File: src/rtl/imem_pkg.sv
// Shared types for the instruction-memory load/fetch arbiter.
// Boot sequencing states, instruction width and out-of-range fill.
package imem_pkg;

  typedef enum logic {
    LOAD = 1'b0,
    RUN  = 1'b1
  } state_t;

  localparam int INSTR_W = 16;

  localparam logic [INSTR_W-1:0] OOR_FILL = 16'h0000;

endpackage

File: src/rtl/imem_load_arb_if.sv
// Fetch, loader and memory-port signal bundle for imem_load_arb.
// slave is the arbiter side; master is the CPU/loader/RAM side.
interface imem_load_arb_if
  import imem_pkg::*;
#(
  parameter int AW = 3
);

  logic               fetch_req;
  logic [31:0]        fetch_addr;
  logic               fetch_stall;
  logic               fetch_valid;
  logic [INSTR_W-1:0] fetch_data;

  logic               ld_valid;
  logic [AW-1:0]      ld_addr;
  logic [INSTR_W-1:0] ld_data;
  logic               ld_last;
  logic               ld_ready;
  logic               boot_done;
  logic [AW:0]        load_count;

  logic               mem_en;
  logic               mem_we;
  logic [AW-1:0]      mem_addr;
  logic [INSTR_W-1:0] mem_wdata;
  logic [INSTR_W-1:0] mem_rdata;

  modport slave (
    input  fetch_req,
    input  fetch_addr,
    output fetch_stall,
    output fetch_valid,
    output fetch_data,
    input  ld_valid,
    input  ld_addr,
    input  ld_data,
    input  ld_last,
    output ld_ready,
    output boot_done,
    output load_count,
    output mem_en,
    output mem_we,
    output mem_addr,
    output mem_wdata,
    input  mem_rdata
  );

  modport master (
    output fetch_req,
    output fetch_addr,
    input  fetch_stall,
    input  fetch_valid,
    input  fetch_data,
    output ld_valid,
    output ld_addr,
    output ld_data,
    output ld_last,
    input  ld_ready,
    input  boot_done,
    input  load_count,
    input  mem_en,
    input  mem_we,
    input  mem_addr,
    input  mem_wdata,
    output mem_rdata
  );

endinterface

File: src/rtl/imem_load_arb.sv
// Single-port instruction RAM arbiter: boot-load sequencer, then
// fetch-priority arbitration with a starvation guard for loader patches.
module imem_load_arb
  import imem_pkg::*;
#(
  parameter int DEPTH      = 8,
  parameter int AW         = 3,
  parameter int STARVE_MAX = 4
) (
  input  logic             clk,
  input  logic             reset,
  imem_load_arb_if.slave   bus
);

  localparam int WW = $clog2(STARVE_MAX + 1);

  localparam logic [AW:0]   FULL = (AW+1)'(DEPTH);
  localparam logic [WW-1:0] WMAX = WW'(STARVE_MAX);
  localparam logic [31:0]   LIM  = 32'(2 * DEPTH);

  state_t        state_q;
  state_t        state_d;
  logic [AW:0]   cnt_q;
  logic [AW:0]   cnt_d;
  logic [WW-1:0] wait_q;
  logic [WW-1:0] wait_d;
  logic          fv_q;
  logic          inr_q;
  logic          inr;
  logic          acc;
  logic          grant;

  assign inr = bus.fetch_addr < LIM;

  always_comb begin
    state_d         = state_q;
    cnt_d           = cnt_q;
    wait_d          = wait_q;
    grant           = 1'b0;
    acc             = 1'b0;
    bus.ld_ready    = 1'b0;
    bus.fetch_stall = 1'b0;
    bus.mem_en      = 1'b0;
    bus.mem_we      = 1'b0;
    bus.mem_addr    = '0;
    bus.mem_wdata   = '0;
    unique case (state_q)
      LOAD: begin
        bus.ld_ready    = 1'b1;
        bus.fetch_stall = 1'b1;
        wait_d          = '0;
        if (bus.ld_valid) begin
          bus.mem_en    = 1'b1;
          bus.mem_we    = 1'b1;
          bus.mem_addr  = bus.ld_addr;
          bus.mem_wdata = bus.ld_data;
          if (cnt_q != FULL)
            cnt_d = cnt_q + 1'b1;
          if (bus.ld_last || cnt_d == FULL)
            state_d = RUN;
        end
      end
      RUN: begin
        // Loader wins only on an idle fetch or once it has waited enough.
        grant = bus.ld_valid &&
                (!bus.fetch_req || wait_q == WMAX);
        acc   = bus.fetch_req && !grant;
        bus.ld_ready    = grant;
        bus.fetch_stall = grant;
        if (grant) begin
          bus.mem_en    = 1'b1;
          bus.mem_we    = 1'b1;
          bus.mem_addr  = bus.ld_addr;
          bus.mem_wdata = bus.ld_data;
          wait_d        = '0;
        end else if (acc) begin
          if (inr) begin
            bus.mem_en   = 1'b1;
            bus.mem_addr = bus.fetch_addr[AW:1];
          end
          if (bus.ld_valid)
            wait_d = wait_q + 1'b1;
        end
        if (!bus.ld_valid)
          wait_d = '0;
      end
      default: ;
    endcase
  end

  always_ff @(posedge clk or posedge reset) begin
    if (reset) begin
      state_q <= LOAD;
      cnt_q   <= '0;
      wait_q  <= '0;
      fv_q    <= 1'b0;
      inr_q   <= 1'b0;
    end else begin
      state_q <= state_d;
      cnt_q   <= cnt_d;
      wait_q  <= wait_d;
      fv_q    <= acc;
      inr_q   <= acc && inr;
    end
  end

  assign bus.fetch_valid = fv_q;
  assign bus.fetch_data  = inr_q ? bus.mem_rdata : OOR_FILL;
  assign bus.boot_done   = (state_q == RUN);
  assign bus.load_count  = cnt_q;

endmodule

File: src/flat_wrapper.sv
// flat-port wrapper written by rule: the top's interface ports become plain ports
module imem_load_arb_flat import imem_pkg::*;
#(
  parameter int DEPTH      = 8,
  parameter int AW         = 3,
  parameter int STARVE_MAX = 4
)
  (clk, reset, bus_fetch_req, bus_fetch_addr, bus_fetch_stall, bus_fetch_valid, bus_fetch_data, bus_ld_valid, bus_ld_addr, bus_ld_data, bus_ld_last, bus_ld_ready, bus_boot_done, bus_load_count, bus_mem_en, bus_mem_we, bus_mem_addr, bus_mem_wdata, bus_mem_rdata);
  imem_load_arb_if #(.AW(AW)) bus_i ();
  input  logic clk;
  input  logic reset;
  input wire logic [$bits(bus_i.fetch_req)-1:0] bus_fetch_req;
  input wire logic [$bits(bus_i.fetch_addr)-1:0] bus_fetch_addr;
  output wire logic [$bits(bus_i.fetch_stall)-1:0] bus_fetch_stall;
  output wire logic [$bits(bus_i.fetch_valid)-1:0] bus_fetch_valid;
  output wire logic [$bits(bus_i.fetch_data)-1:0] bus_fetch_data;
  input wire logic [$bits(bus_i.ld_valid)-1:0] bus_ld_valid;
  input wire logic [$bits(bus_i.ld_addr)-1:0] bus_ld_addr;
  input wire logic [$bits(bus_i.ld_data)-1:0] bus_ld_data;
  input wire logic [$bits(bus_i.ld_last)-1:0] bus_ld_last;
  output wire logic [$bits(bus_i.ld_ready)-1:0] bus_ld_ready;
  output wire logic [$bits(bus_i.boot_done)-1:0] bus_boot_done;
  output wire logic [$bits(bus_i.load_count)-1:0] bus_load_count;
  output wire logic [$bits(bus_i.mem_en)-1:0] bus_mem_en;
  output wire logic [$bits(bus_i.mem_we)-1:0] bus_mem_we;
  output wire logic [$bits(bus_i.mem_addr)-1:0] bus_mem_addr;
  output wire logic [$bits(bus_i.mem_wdata)-1:0] bus_mem_wdata;
  input wire logic [$bits(bus_i.mem_rdata)-1:0] bus_mem_rdata;
  assign bus_i.fetch_req = bus_fetch_req;
  assign bus_i.fetch_addr = bus_fetch_addr;
  assign bus_fetch_stall = bus_i.fetch_stall;
  assign bus_fetch_valid = bus_i.fetch_valid;
  assign bus_fetch_data = bus_i.fetch_data;
  assign bus_i.ld_valid = bus_ld_valid;
  assign bus_i.ld_addr = bus_ld_addr;
  assign bus_i.ld_data = bus_ld_data;
  assign bus_i.ld_last = bus_ld_last;
  assign bus_ld_ready = bus_i.ld_ready;
  assign bus_boot_done = bus_i.boot_done;
  assign bus_load_count = bus_i.load_count;
  assign bus_mem_en = bus_i.mem_en;
  assign bus_mem_we = bus_i.mem_we;
  assign bus_mem_addr = bus_i.mem_addr;
  assign bus_mem_wdata = bus_i.mem_wdata;
  assign bus_i.mem_rdata = bus_mem_rdata;
  imem_load_arb #(.DEPTH(DEPTH), .AW(AW), .STARVE_MAX(STARVE_MAX)) u_core (.clk(clk), .reset(reset), .bus(bus_i));
endmodule
File: config.mk
export PLATFORM = sky130hd
export DESIGN_NAME = imem_load_arb_flat
export DESIGN_NICKNAME = d
export VERILOG_FILES = /design/src/rtl/imem_pkg.sv /design/src/rtl/imem_load_arb_if.sv /design/src/rtl/imem_load_arb.sv /design/src/flat_wrapper.sv
export SDC_FILE = /design/constraint.sdc
export NUM_CORES = 1
export LEC_CHECK = 0
export BUFFER_PORTS_ARGS = -buffer_cell sky130_fd_sc_hd__buf_2
export CAP_MARGIN = 10
export CORE_MARGIN = 1
export CORE_UTILIZATION = 31
export DETAILED_ROUTE_END_ITERATION = 12
export MAX_ROUTING_LAYER = met4
export PLACE_DENSITY = 0.82
export SETUP_SLACK_MARGIN = 0.3
export SLEW_MARGIN = 40
export SYNTH_ARGS = -nofsm -noshare
export SYNTH_HDL_FRONTEND = slang
export SYNTH_SLANG_ARGS = --single-unit
File: constraint.sdc
create_clock -name clk -period 1.6 [get_ports clk]
set_input_delay 0.08 -clock clk [delete_from_list [all_inputs] [get_ports clk]]
set_output_delay 0.08 -clock clk [all_outputs]
set_load 0.005 [all_outputs]
==> impl_metrics.tcl <==
set metrics [dict create \
    hpwlAfterDp_mm 2.24 \
    cp_cell_sequence "inv_1 -> ha_2 -> a21boi_2 -> buf_4 -> o211ai_1 -> buf_4 -> nor3_4 -> a22o_1 -> buf_2" \
    rsz0062_at_grt "true" \
    hold_viol 0 \
    routed_via_density 4.73 \
    ys_seq_area_frac 0.293 \
    seq_power_share 0.286 \
    numCtsBuffers 3 \
    power_frac_comb 0.488 \
    dieArea_mm2 0.00297 \
    numPortBuffers 115 \
    slew_headroom 0.740 \
    cts_max_path_buffers 2 \
    synth_top_area_share 0.293 \
    detail_route.iter0.violations 11 \
    layout.nets 314 \
    wl_per_cell_um 12.9 \
    ant_nets 0 \
    worst_path_largest_cell_delay_ns 0.36 \
    switchingPower_mw 0.348 \
    period_minus_slack_ns 1.99 \
    worstMarginPinSlew_ns 0.389 \
    cts_root_buffer "clkbuf_4" \
    hold_start "bus_ld_last" \
    yosysTopAreaCell "dfrtp_1" \
    yosys_warnings 0 \
    netlist_top_cells_area "dfrtp_1 29%, and2_1 23%, ha_1 5.9%" \
    worstSetupPathType "flip-flop to output pin" \
    crit_top_cell "buf_4" \
    post-route-drc-count 0 \
    synth.distinct_cells 28 \
    hp-class "primary input to flip-flop" \
    setup_viol 24 \
    startpoint_type "flip-flop" \
    ys_seq_elements 10 \
    antenna_cells 0 \
    synthToLayoutAreaGrowth_pct 124 \
    synth.area.mux_share 0.0132 \
    die_h_um 54.5 \
    wl_mm 3.44 \
    row_count 18 \
    worstSetupStartpoint "u_core.wait_q[0]$_DFFE_PP0P_" \
    crit_family "buffers and inverters" \
    synthSimpleGateAreaFrac 0.427 \
    grt_pass1_vias 1029 \
    drv_cap 0 \
    netlist_instances 101 \
    antenna_found_initial 0 \
    worst_skew_pair.late_latency_ns 0.28 \
    power_density_mw_per_mm2 555 \
    synth-compound-area-share 0.109 \
    routabilityCongestion 0.771 \
    skew_ns 0.00478 \
    crit_buf_inv 4 \
    clock.fmax_mhz 502 \
    synthXorXnorAreaFrac 0.0411 \
    period_share 1.25 \
    synth_nets 177 \
    synth_top_family_by_area "simple AND/OR/NAND/NOR gates" \
    path_clk_slew_ns 0.08 \
    start_util 0.335 \
    dp.cells 246 \
    gr-total-overflow 0 \
    fill_cells 184 \
    p_int_mw 0.715 \
    cts.sinks 10 \
    grt_usage 0.202 \
    fin_cells 267 \
    final_common_cell "buf_2" \
    rr_startpoint "u_core.wait_q[0]$_DFFE_PP0P_" \
    grt_max_degree 17 \
    leakagePower_nw 1.06 \
    drv_slew 0 \
    violations "setup timing" \
    grt_pass1_wl_mm 4.18 \
    avgSynthCellArea_um2 8.45 \
    synthAdderAreaFrac 0.0587 \
    ir_worst_vdd_mv 0.694 \
    core_mm2 0.00254 \
    arrival_ns 1.91 \
    worstPathRequired_ns 1.52 \
    path_max_fanout 5 \
    crit_slowest_cell "dfrtp_1" \
    die_w_um 54.5 \
    synth_area_um2 853 \
    detailedRoute.firstPassIterationCount 4 \
    run_status "finished, violations left" \
    post-route-worst-setup-slack_ns -0.392 \
    dpl_worst_slack_ns -0.109 \
    dr_total_vias 1263 \
    cts_tree "built" \
    final_cell_mix "98 x buf_2, 24 x buf_6, 17 x and2_1" \
    critPathCaptureType "output pin" \
    drive_gt1_frac 0.751 \
    clkPwrFrac 0.226 \
    cts_max_level 1 \
    ios 117 \
    switching_share 0.328 \
]
[power by group through the flow]
stage	clock network, mW	registers (mW)	logic, mW
global placement	0	0.317	0.268
CTS	0.236	0.301	0.431
finish	0.240	0.304	0.519
global route	0.259	0.307	0.553
detailed placement	0	0.318	0.271
floorplan	0	0.315	0.119
[what timing repair did]
| action | CTS | global route |
|---|---|---|
| resized for setup | 29 | 32 |
| hold buffers | 1 | 0 |
| setup endpoints to repair | 26 | 30 |
| hold endpoints to repair | 10 | 0 |
| setup buffers | 11 | 4 |
| gates cloned | 1 | 0 |
| pin swaps | 23 | 15 |
[cells in the mapped netlist]
| cell | instances |
|---|---|
| nand2b_1 | 1 |
| or2_2 | 1 |
| buf_4 | 1 |
| nor3_4 | 1 |
| nand3_1 | 4 |
| o31ai_1 | 1 |
| xnor2_1 | 3 |
| a21oi_1 | 3 |
| o41ai_1 | 1 |
| nor4_1 | 3 |
| and2_1 | 32 |
| a22o_1 | 3 |
| nand2_1 | 4 |
| nor2_1 | 5 |
| dfrtp_1 | 10 |
| a31oi_1 | 1 |
| a21boi_2 | 1 |
| xor2_1 | 1 |
| nor4_2 | 4 |
| clkbuf_1 | 2 |
| inv_1 | 8 |
| o211ai_1 | 1 |
| o21ai_0 | 2 |
| mux2_2 | 1 |
| ha_1 | 4 |
| buf_2 | 1 |
| nand4_1 | 1 |
| or3_1 | 1 |
[sequential cells by signal, summed over array words and instances (netlist names)]
| register | cells |
|---|---|
| u_core.bus.fetch_valid | 1 |
| u_core.bus.load_count | 4 |
| u_core.inr_q | 1 |
| u_core.bus.boot_done | 1 |
| u_core.wait_q | 3 |
[final timing paths]
kind	endpoint	slack, ns	cells past startpoint
max in group asynchronous	u_core.bus.load_count[2]$_DFFE_PP0P_	0.98	3
hold / removal	u_core.bus.boot_done$_DFF_PP0_	0.04	3
hold reg to reg	u_core.wait_q[2]$_DFFE_PP0P_	0.60	2
min in group asynchronous	u_core.bus.fetch_valid$_DFF_PP0_	0.31	3
setup / recovery	bus_mem_addr[1]	-0.39	9
setup reg to reg	u_core.inr_q$_DFF_PP0_	-0.05	9
[stage by stage]
step / total power, mW / setup TNS (ns) / cell area (um2) / hold slack (ns) / utilization
global route: 1.12 / -6.91 / 1920 / 0.0438 / 0.753
CTS: 0.968 / -3.05 / 1740 / 0.0421 / 0.684
detailed placement: 0.589 / -1.08 / 1480 / 0.0748 / 0.581
global placement: 0.585 / -0.963 / 1480 / 0.0739 / 0.581
floorplan: 0.434 / 0 / 856 / -0.0799 / -
finish: 1.06 / -5.70 / 1920 / 0.0375 / 0.753
[area by class of cell]
class	count	area, um2	area share
sequential	10	253	0.132
clock buffer	4	36.3	0.0189
tap	30	37.5	0.0196
multi-input combinational	79	691	0.361
timing repair buffer	136	868	0.453
inverter	8	30.0	0.0157
[cell families after synthesis]
group / after synthesis
buffers and inverters: 12
adder cells (fa/ha/maj): 4
multiplexers: 1
AND/OR/NAND/NOR: 57
flip-flops: 10
XOR/XNOR: 4
AO/OA/AOI/OAI: 13
[per-layer routing]
layer	routed length [um]	vias to the layer above	GRT usage
met4	61	0	0.0769
met1	1160	566	0.214
met2	1960	78	0.388
met3	258	6	0.0111
li1	-	613	-
met5	0	-	-
[worst register-to-register path: stages (launching register included)]
cell,delay [ns]
dfrtp_1,0.36
inv_1,0.05
ha_2,0.18
a21boi_2,0.18
buf_4,0.14
o211ai_1,0.08
buf_4,0.16
nor3_4,0.21
buf_4,0.16
buf_6,0.08
Power figures use the tool's default switching activity.
